==> src/rtl/down_timer.sv <==
// down_timer: loadable N-bit down counter with one-shot and periodic modes.
// Latency: start -> busy/count visible 1 cycle later; terminal tick -> done 1 cycle later.
// Backpressure: none; en gates counting, stop aborts, start (re)loads at any time.
//
// Ports:
//   clk     - clock, rising-edge
//   rst     - asynchronous active-high reset
//   start   - load ld_val into count/reload, latch mode, enter RUN
//   stop    - abort to IDLE, count held, no done (overrides everything)
//   mode    - 0 = one-shot, 1 = periodic; sampled only on an accepted start
//   en      - count-tick enable (ignored in IDLE)
//   ld_val  - initial and reload value
//   count   - current counter value (registered)
//   busy    - high while in RUN (registered)
//   done    - one-cycle pulse after a terminal tick (registered)
//   zero    - combinational count == 0
module down_timer #(
  parameter int N = 6
) (
  input  logic         clk,
  input  logic         rst,
  input  logic         start,
  input  logic         stop,
  input  logic         mode,
  input  logic         en,
  input  logic [N-1:0] ld_val,
  output logic [N-1:0] count,
  output logic         busy,
  output logic         done,
  output logic         zero
);

  typedef enum logic {
    S_IDLE = 1'b0,
    S_RUN  = 1'b1
  } state_t;

  localparam logic [N-1:0] ONE = {{(N-1){1'b0}}, 1'b1};

  state_t       r_state;
  state_t       w_state_nxt;
  logic [N-1:0] r_count;
  logic [N-1:0] w_count_nxt;
  logic [N-1:0] r_reload;
  logic [N-1:0] w_reload_nxt;
  logic         r_mode;
  logic         w_mode_nxt;
  logic         r_done;
  logic         w_done_nxt;
  logic         w_tick;
  logic         w_terminal;

  // A tick only counts when neither start nor stop claims the cycle.
  assign w_tick     = (r_state == S_RUN) && en && !start && !stop;
  // count <= 1 (not == 1) so a zero load terminates on its first tick
  // instead of wrapping to all-ones.
  assign w_terminal = w_tick && (r_count <= ONE);

  always_ff @(posedge clk or posedge rst) begin
    if (rst) begin
      r_state  <= S_IDLE;
      r_count  <= '0;
      r_reload <= '0;
      r_mode   <= 1'b0;
      r_done   <= 1'b0;
    end else begin
      r_state  <= w_state_nxt;
      r_count  <= w_count_nxt;
      r_reload <= w_reload_nxt;
      r_mode   <= w_mode_nxt;
      r_done   <= w_done_nxt;
    end
  end

  always_comb begin
    w_state_nxt  = r_state;
    w_count_nxt  = r_count;
    w_reload_nxt = r_reload;
    w_mode_nxt   = r_mode;
    w_done_nxt   = 1'b0;

    // Priority: stop > start > terminal > plain tick.
    if (stop) begin
      w_state_nxt = S_IDLE;
    end else if (start) begin
      w_state_nxt  = S_RUN;
      w_count_nxt  = ld_val;
      w_reload_nxt = ld_val;
      w_mode_nxt   = mode;
    end else if (w_terminal) begin
      w_done_nxt = 1'b1;
      if (r_mode) begin
        w_count_nxt = r_reload;
      end else begin
        w_count_nxt = '0;
        w_state_nxt = S_IDLE;
      end
    end else if (w_tick) begin
      w_count_nxt = r_count - ONE;
    end
  end

  assign count = r_count;
  assign busy  = (r_state == S_RUN);
  assign done  = r_done;
  assign zero  = (r_count == '0);

endmodule

==> config.mk <==
export PLATFORM = sky130hd
export DESIGN_NAME = down_timer
export DESIGN_NICKNAME = d
export VERILOG_FILES = /design/src/rtl/down_timer.sv
export SDC_FILE = /design/constraint.sdc
export NUM_CORES = 1
export LEC_CHECK = 0
export CORE_MARGIN = 5
export CORE_UTILIZATION = 51
export DETAILED_ROUTE_END_ITERATION = 12
export GPL_TIMING_DRIVEN = 1
export PLACE_DENSITY = 0.82
export RECOVER_POWER = 25
export SYNTH_ARGS = -nofsm -noshare
export SYNTH_HDL_FRONTEND = slang
export SYNTH_SLANG_ARGS = --single-unit
==> constraint.sdc <==
create_clock -name clk -period 3 [get_ports clk]
set_input_delay 0.3 -clock clk [delete_from_list [all_inputs] [get_ports clk]]
set_output_delay 0.3 -clock clk [all_outputs]
set_load 0.005 [all_outputs]
==> impl_metrics.toml, run 1 <==
[outcome]
status = "finished, final reports clean"

[synthesis]
ys_types = 27
async_flop_share_pct = 100
syn_nets = 99
synthesis.area_um2 = 855
synthCells = 84
synth_seq_cells = 15
ys.flop_type = "dfrtp_1"
synth_edf_count = 0
avgSynthCellArea_um2 = 10.2
yosys_warnings = 0
seq_area_frac_synth_pct = 43.9

[grt]
grt_pass1_wl_mm = 2.99
antenna_found_initial = 0
grt_max_degree = 16
grt_overflow = 0
grtUsageTotal_pct = 14.5
grt_pass1_vias = 673

[route]
postRouteAntennaNets = 0
initialDrtViolationCount = 16
wl_per_cell_um = 15.1
vias_per_cell = 5.98
drt_drc_violations_left = 0
first_pass_iters = 6
via_count = 730
finalWirelength_mm = 1.84

[setup_path]
cp_data_required_time_ps = 2700
startpoint_type = "flop"
worst-path-buf-inv = 1
slowest_delay_ps = 490
critPathSlowestCell = "clkdlybuf4s50_1"
cp-end-kind = "primary output"
worstSetupPathType = "flop to primary output"
cp_top_family = "simple AND/OR/NAND/NOR gates"
cp_max_fo = 5
arrival_ps = 1750
path_cells = "nor4_4, and2_1, clkdlybuf4s50_1"

[sta]
slew_headroom_pct = 63.7
hold_viol_final = 0
fin_ws_ps = 946
finalSetupViolations = 0
tns_ps = 0
fin_crit_ps = 2050
finalClockSkew_ps = 5.56
clock.fmax_ghz = 0.487
period_share_pct = 68.5
worst_slew_pin_slew_ps = 544
slew_viol_final = 0
rsz0062_at_grt = "false"

[pwr]
ir_worst_vdd_v = 0.000354
p_sw_mw = 0.157
combPwrFrac_pct = 26.8
leakage_nw = 0.461
power_density_nw_per_um2 = 473
intPower_mw = 0.360
power_frac_clock_pct = 22.2
switching_share_pct = 30.3
p_seq_share_pct = 51.0

[placement]
post-place-ws_ps = 1170
gp_congestion = 0.843
dp_hpwl_mm = 1.46
io_buffers = 20

[clocking]
clock_latency_ps = 280
cts_resized = 0
hold_buffers = 0
root_buffer = "clkbuf_4"
cts.sinks = 15
cts_buffers = 3
tritoncts = "yes"
cts_setup_buffers = 0
cts_max_path_buffers = 2
h-tree-depth = 1
clk_pin_slew_ps = 90

[floorplan]
io_pins = 21
die_height_um = 50.9
fp.coreArea_um2 = 1540
row_count = 14
start_util_pct = 55.4
die_x_um = 50.9
dieArea_um2 = 2590

[worst_hold_path]
min_path_type = "input pin to asynchronous set/reset pin"

[cells_and_area]
antenna_cells = 0
areaGrowthSynthToFinish_pct = 27.7
nets = 122
drive_above_1_share_pct = 15.1

[flow_run]
cap_violations = 0
==> cells in the final DEF, fill, tap and decap left out, drive strengths merged <==
cell type | Yosys | layout
and2 | 1 | 1
ha | 3 | 3
inv | 5 | 5
or3 | 3 | 3
a21oi | 5 | 5
clkbuf | 1 | 4
nand2 | 7 | 7
xor2 | 3 | 3
o311ai | 1 | 1
nor3 | 5 | 5
nor2 | 7 | 7
nor4 | 1 | 1
mux2i | 1 | 1
nand2b | 1 | 1
dfrtp | 15 | 15
a211oi | 2 | 2
dlygate4sd3 | 0 | 1
o31ai | 1 | 1
mux2 | 7 | 7
nor3b | 1 | 1
o21a | 1 | 1
a31oi | 4 | 4
o21ai | 7 | 7
nand3 | 1 | 1
clkdlybuf4s50 | 0 | 19
==> metrics by stage <==
step,util (%),hold WS (ps),std cells,area [µm²],total power [mW]
CTS,70.8,391,122,1090,0.518
floorplan,-,201,84,855,0.344
detailed placement,69.1,498,118,1060,0.407
finish,70.8,492,122,1090,0.517
global route,70.8,532,122,1090,0.544
global placement,69.1,493,118,1060,0.401
==> registers in the layout, indices dropped and copies added (netlist names) <==
register / flops
busy: 1
done: 1
r_mode: 1
count: 6
r_reload: 6
==> power by group through the flow <==
| stage | Combinational, mW | Sequential, mW | Clock (mW) |
|---|---|---|---|
| floorplan | 0.0858 | 0.258 | 0 |
| global placement | 0.137 | 0.264 | 0 |
| detailed placement | 0.140 | 0.267 | 0 |
| CTS | 0.141 | 0.263 | 0.114 |
| global route | 0.152 | 0.267 | 0.125 |
| finish | 0.139 | 0.263 | 0.115 |
==> worst paths after layout <==
kind                            slack (ps)           to  depth (start not counted)         from
worst max-delay path                   950         zero                          3     count[4]
worst min-delay path                   490  r_reload[2]                          2          rst
worst max register to register        1340     count[2]                          5     count[0]
worst min register to register         510  r_reload[1]                          1  r_reload[1]
max in group asynchronous             2140     count[0]                          2          rst
min in group clk                       510  r_reload[1]                          1  r_reload[1]
==> area by class of cell <==
class	instances	area, µm²
Inverter	5	18.8
Clock buffer	4	26.3
Multi-Input combinational cell	62	450
Sequential cell	15	375
Timing Repair Buffer	20	200
Tap cell	16	20.0
Fill cell	110	450
==> synthesized netlist by cell type, types with 2 or more instances <==
library cell	count	area (µm²)
o21ai_1	2	10.0
a211oi_2	2	25.0
xor2_1	3	26.3
dfrtp_1	15	375
a31oi_1	4	25.0
nand2_1	7	26.3
o21ai_0	5	25.0
a21oi_1	5	25.0
or3_1	3	18.8
inv_1	5	18.8
ha_1	3	37.5
nor3_1	5	25.0
mux2_2	6	67.6
nor2_1	6	22.5
==> kinds of logic (layout without fill, tap and decap cells) <==
logic type,Yosys count,after routing,share of synthesized area (%)
compound gates,21,21,17.4
xor+xnor,3,3,3.08
fa+ha+maj,3,3,4.39
buf+inv,7,29,3.37
flops,15,15,43.9
mux,8,8,10.8
simple gates,27,27,17.0
==> layer usage <==
| metal | share of wire, % | GRT usage, % |
|---|---|---|
| met2 | 50 | 24.4 |
| met4 | 0.87 | 3.83 |
| met3 | 8.2 | 2.33 |
| met5 | 0 | 0 |
| met1 | 41 | 19.4 |
(Power assumes the default switching activity.)
==> inputs of run 2 (changes only) <==
CORE_UTILIZATION = 47   (was 51)
PLACE_DENSITY = 0.77   (was 0.82)
clock period = 1.98 ns   (was 3 ns; I/O delays follow)
==> impl_metrics.toml, run 2 (same netlist as run 1, synthesis figures left out) <==
[cells_and_area]
nets = 126
areaGrowthSynthToFinish_pct = 33.2
finish.utilization_pct = 65.9
drive_above_1_share_pct = 20.9
reg_top3 = "count (6), r_reload (6)"
final_common_cell = "clkdlybuf4s50_1"
fill_cells = 152
final_cell_mix = "clkdlybuf4s50_1 (18), dfrtp_1 (12), nand2_1 (7)"
antenna_cells = 0

[route]
drt_drc_violations_left = 0
postRouteAntennaNets = 0
via_count = 732
initialDrtViolationCount = 22
first_pass_iters = 5
vias_per_cell = 5.42
wl_per_cell_um = 14.4
finalWirelength_mm = 1.95

[sta]
slew_headroom_pct = 63.1
finalClockSkew_ps = 9.58
slew_viol_final = 0
worst_slew_pin_slew_ps = 553
rsz0062_at_grt = "false"
period_share_pct = 86.6
tns_ps = 0
hold_viol_final = 0
fin_crit_ps = 1720
clock.fmax_ghz = 0.583
finalSetupViolations = 0

[clocking]
h-tree-depth = 1
hold_buffers = 0
cts.sinks = 15
tritoncts = "yes"
clk_pin_slew_ps = 90
cts_max_path_buffers = 2
root_buffer = "clkbuf_4"
clock_latency_ps = 290
cts_buffers = 3

[setup_path]
path_cells = "inv_1, ha_1, o21ai_1, a21oi_1, o311ai_2"
slowest_delay_ps = 420
cp_data_required_time_ps = 2160
critPathSlowestCell = "o21ai_1"
cp_max_fo = 6
worst-path-buf-inv = 1
cp-end-kind = "flop"
startpoint_type = "flop"
worstSetupPathType = "flop to flop"
arrival_ps = 1900
cp_top_family = "compound AO/OA/AOI/OAI gates"

[floorplan]
io_pins = 21
die_x_um = 52.6
dieArea_um2 = 2770
die_height_um = 52.6
fp.coreArea_um2 = 1730
row_count = 15
start_util_pct = 49.5

[worst_hold_path]
min_path_type = "input pin to asynchronous set/reset pin"

[pwr]
p_sw_mw = 0.246
power_frac_clock_pct = 22.0
leakage_nw = 0.496
power_density_nw_per_um2 = 708
switching_share_pct = 30.5
intPower_mw = 0.561
ir_worst_vdd_v = 0.000463
combPwrFrac_pct = 29.1
p_seq_share_pct = 48.9

[outcome]
status = "finished, final reports clean"

[grt]
grt_pass1_wl_mm = 3.26
antenna_found_initial = 0
grt_overflow = 0
grtUsageTotal_pct = 16.4
grt_max_degree = 16
grt_pass1_vias = 696

[placement]
gp_congestion = 0.825
dp_hpwl_mm = 1.52
io_buffers = 20

[flow_run]
cap_violations = 0
[run 2: changes by cell type in the layout (fill, tap and decap cells not counted), sizes merged]
| cell | previous run | this run |
|---|---|---|
| buf | 0 | 4 |
| clkdlybuf4s50 | 19 | 18 |
| dlymetal6s2s | 0 | 1 |
[run 2: path summary, 6_finish.rpt]
kind,startpoint,endpoint,slack [ps],depth (start not counted)
worst min register to register,r_reload[0],r_reload[0],520,1
worst min-delay path,rst,r_reload[4],380,2
max in group asynchronous,rst,count[2],1190,2
worst max-delay path,count[0],count[2],260,5
min in group clk,r_reload[0],r_reload[0],520,1
worst max register to register,count[0],count[2],260,5
[run 2: routing by layer]
metal,wire length [µm],part of all wire (%),vias to the layer above,global-route usage (%)
met4,72,3.7,0,8.94
met2,913,47,32,27.5
met1,851,44,337,20.5
met3,109,5.6,11,1.71
met5,0,0,-,0
li1,-,-,352,-
[run 2: repair_timing]
action	4_1_cts	5_1_grt
setup endpoints to repair	1	1
resized for setup	0	4
pin swaps	1	2
buffers inserted	0	3
hold endpoints to repair	0	0
[run 2: stage by stage]
step	setup WS [ps]	instance area (µm²)	std cells	total power [mW]	hold WS [ps]
2_1_floorplan	445	855	84	0.521	99.5
3_3_place_gp	320	1080	128	0.611	496
3_5_place_dp	289	1080	128	0.621	503
4_1_cts	3.91	1110	132	0.790	273
5_1_grt	83.9	1140	135	0.851	455
6_report	265	1140	135	0.806	381
[run 2: layout make-up]
class	count	area [µm²]	area share, %
Timing Repair Buffer	24	233	20.4
Inverter	5	18.8	1.65
Sequential cell	15	379	33.3
Clock buffer	4	26.3	2.31
Tap cell	25	31.3	2.75
Multi-Input combinational cell	62	450	39.6
[run 2: power by group through the flow]
stage / combinational (mW) / sequential [mW] / clock (mW)
after global routing: 0.261 / 0.402 / 0.188
after global placement: 0.209 / 0.402 / 0
after detailed placement: 0.216 / 0.404 / 0
after CTS: 0.218 / 0.399 / 0.174
after floorplan: 0.130 / 0.391 / 0
final: 0.235 / 0.395 / 0.177
[run 2: worst reg2reg max path: cells and delay by family, from the launching register on]
kind | cells | cell delay [ps]
buffers and inverters | 1 | 110
adders and majority gates | 1 | 290
DFF | 1 | 410
AOI/OAI and AO/OA | 3 | 800
==> inputs of run 3 (changes only) <==
ABC_CLOCK_PERIOD_IN_PS = 1980   (was not set)
==> results of run 3 <==
Final layout, timing and power as in run 2 (identical DEF).
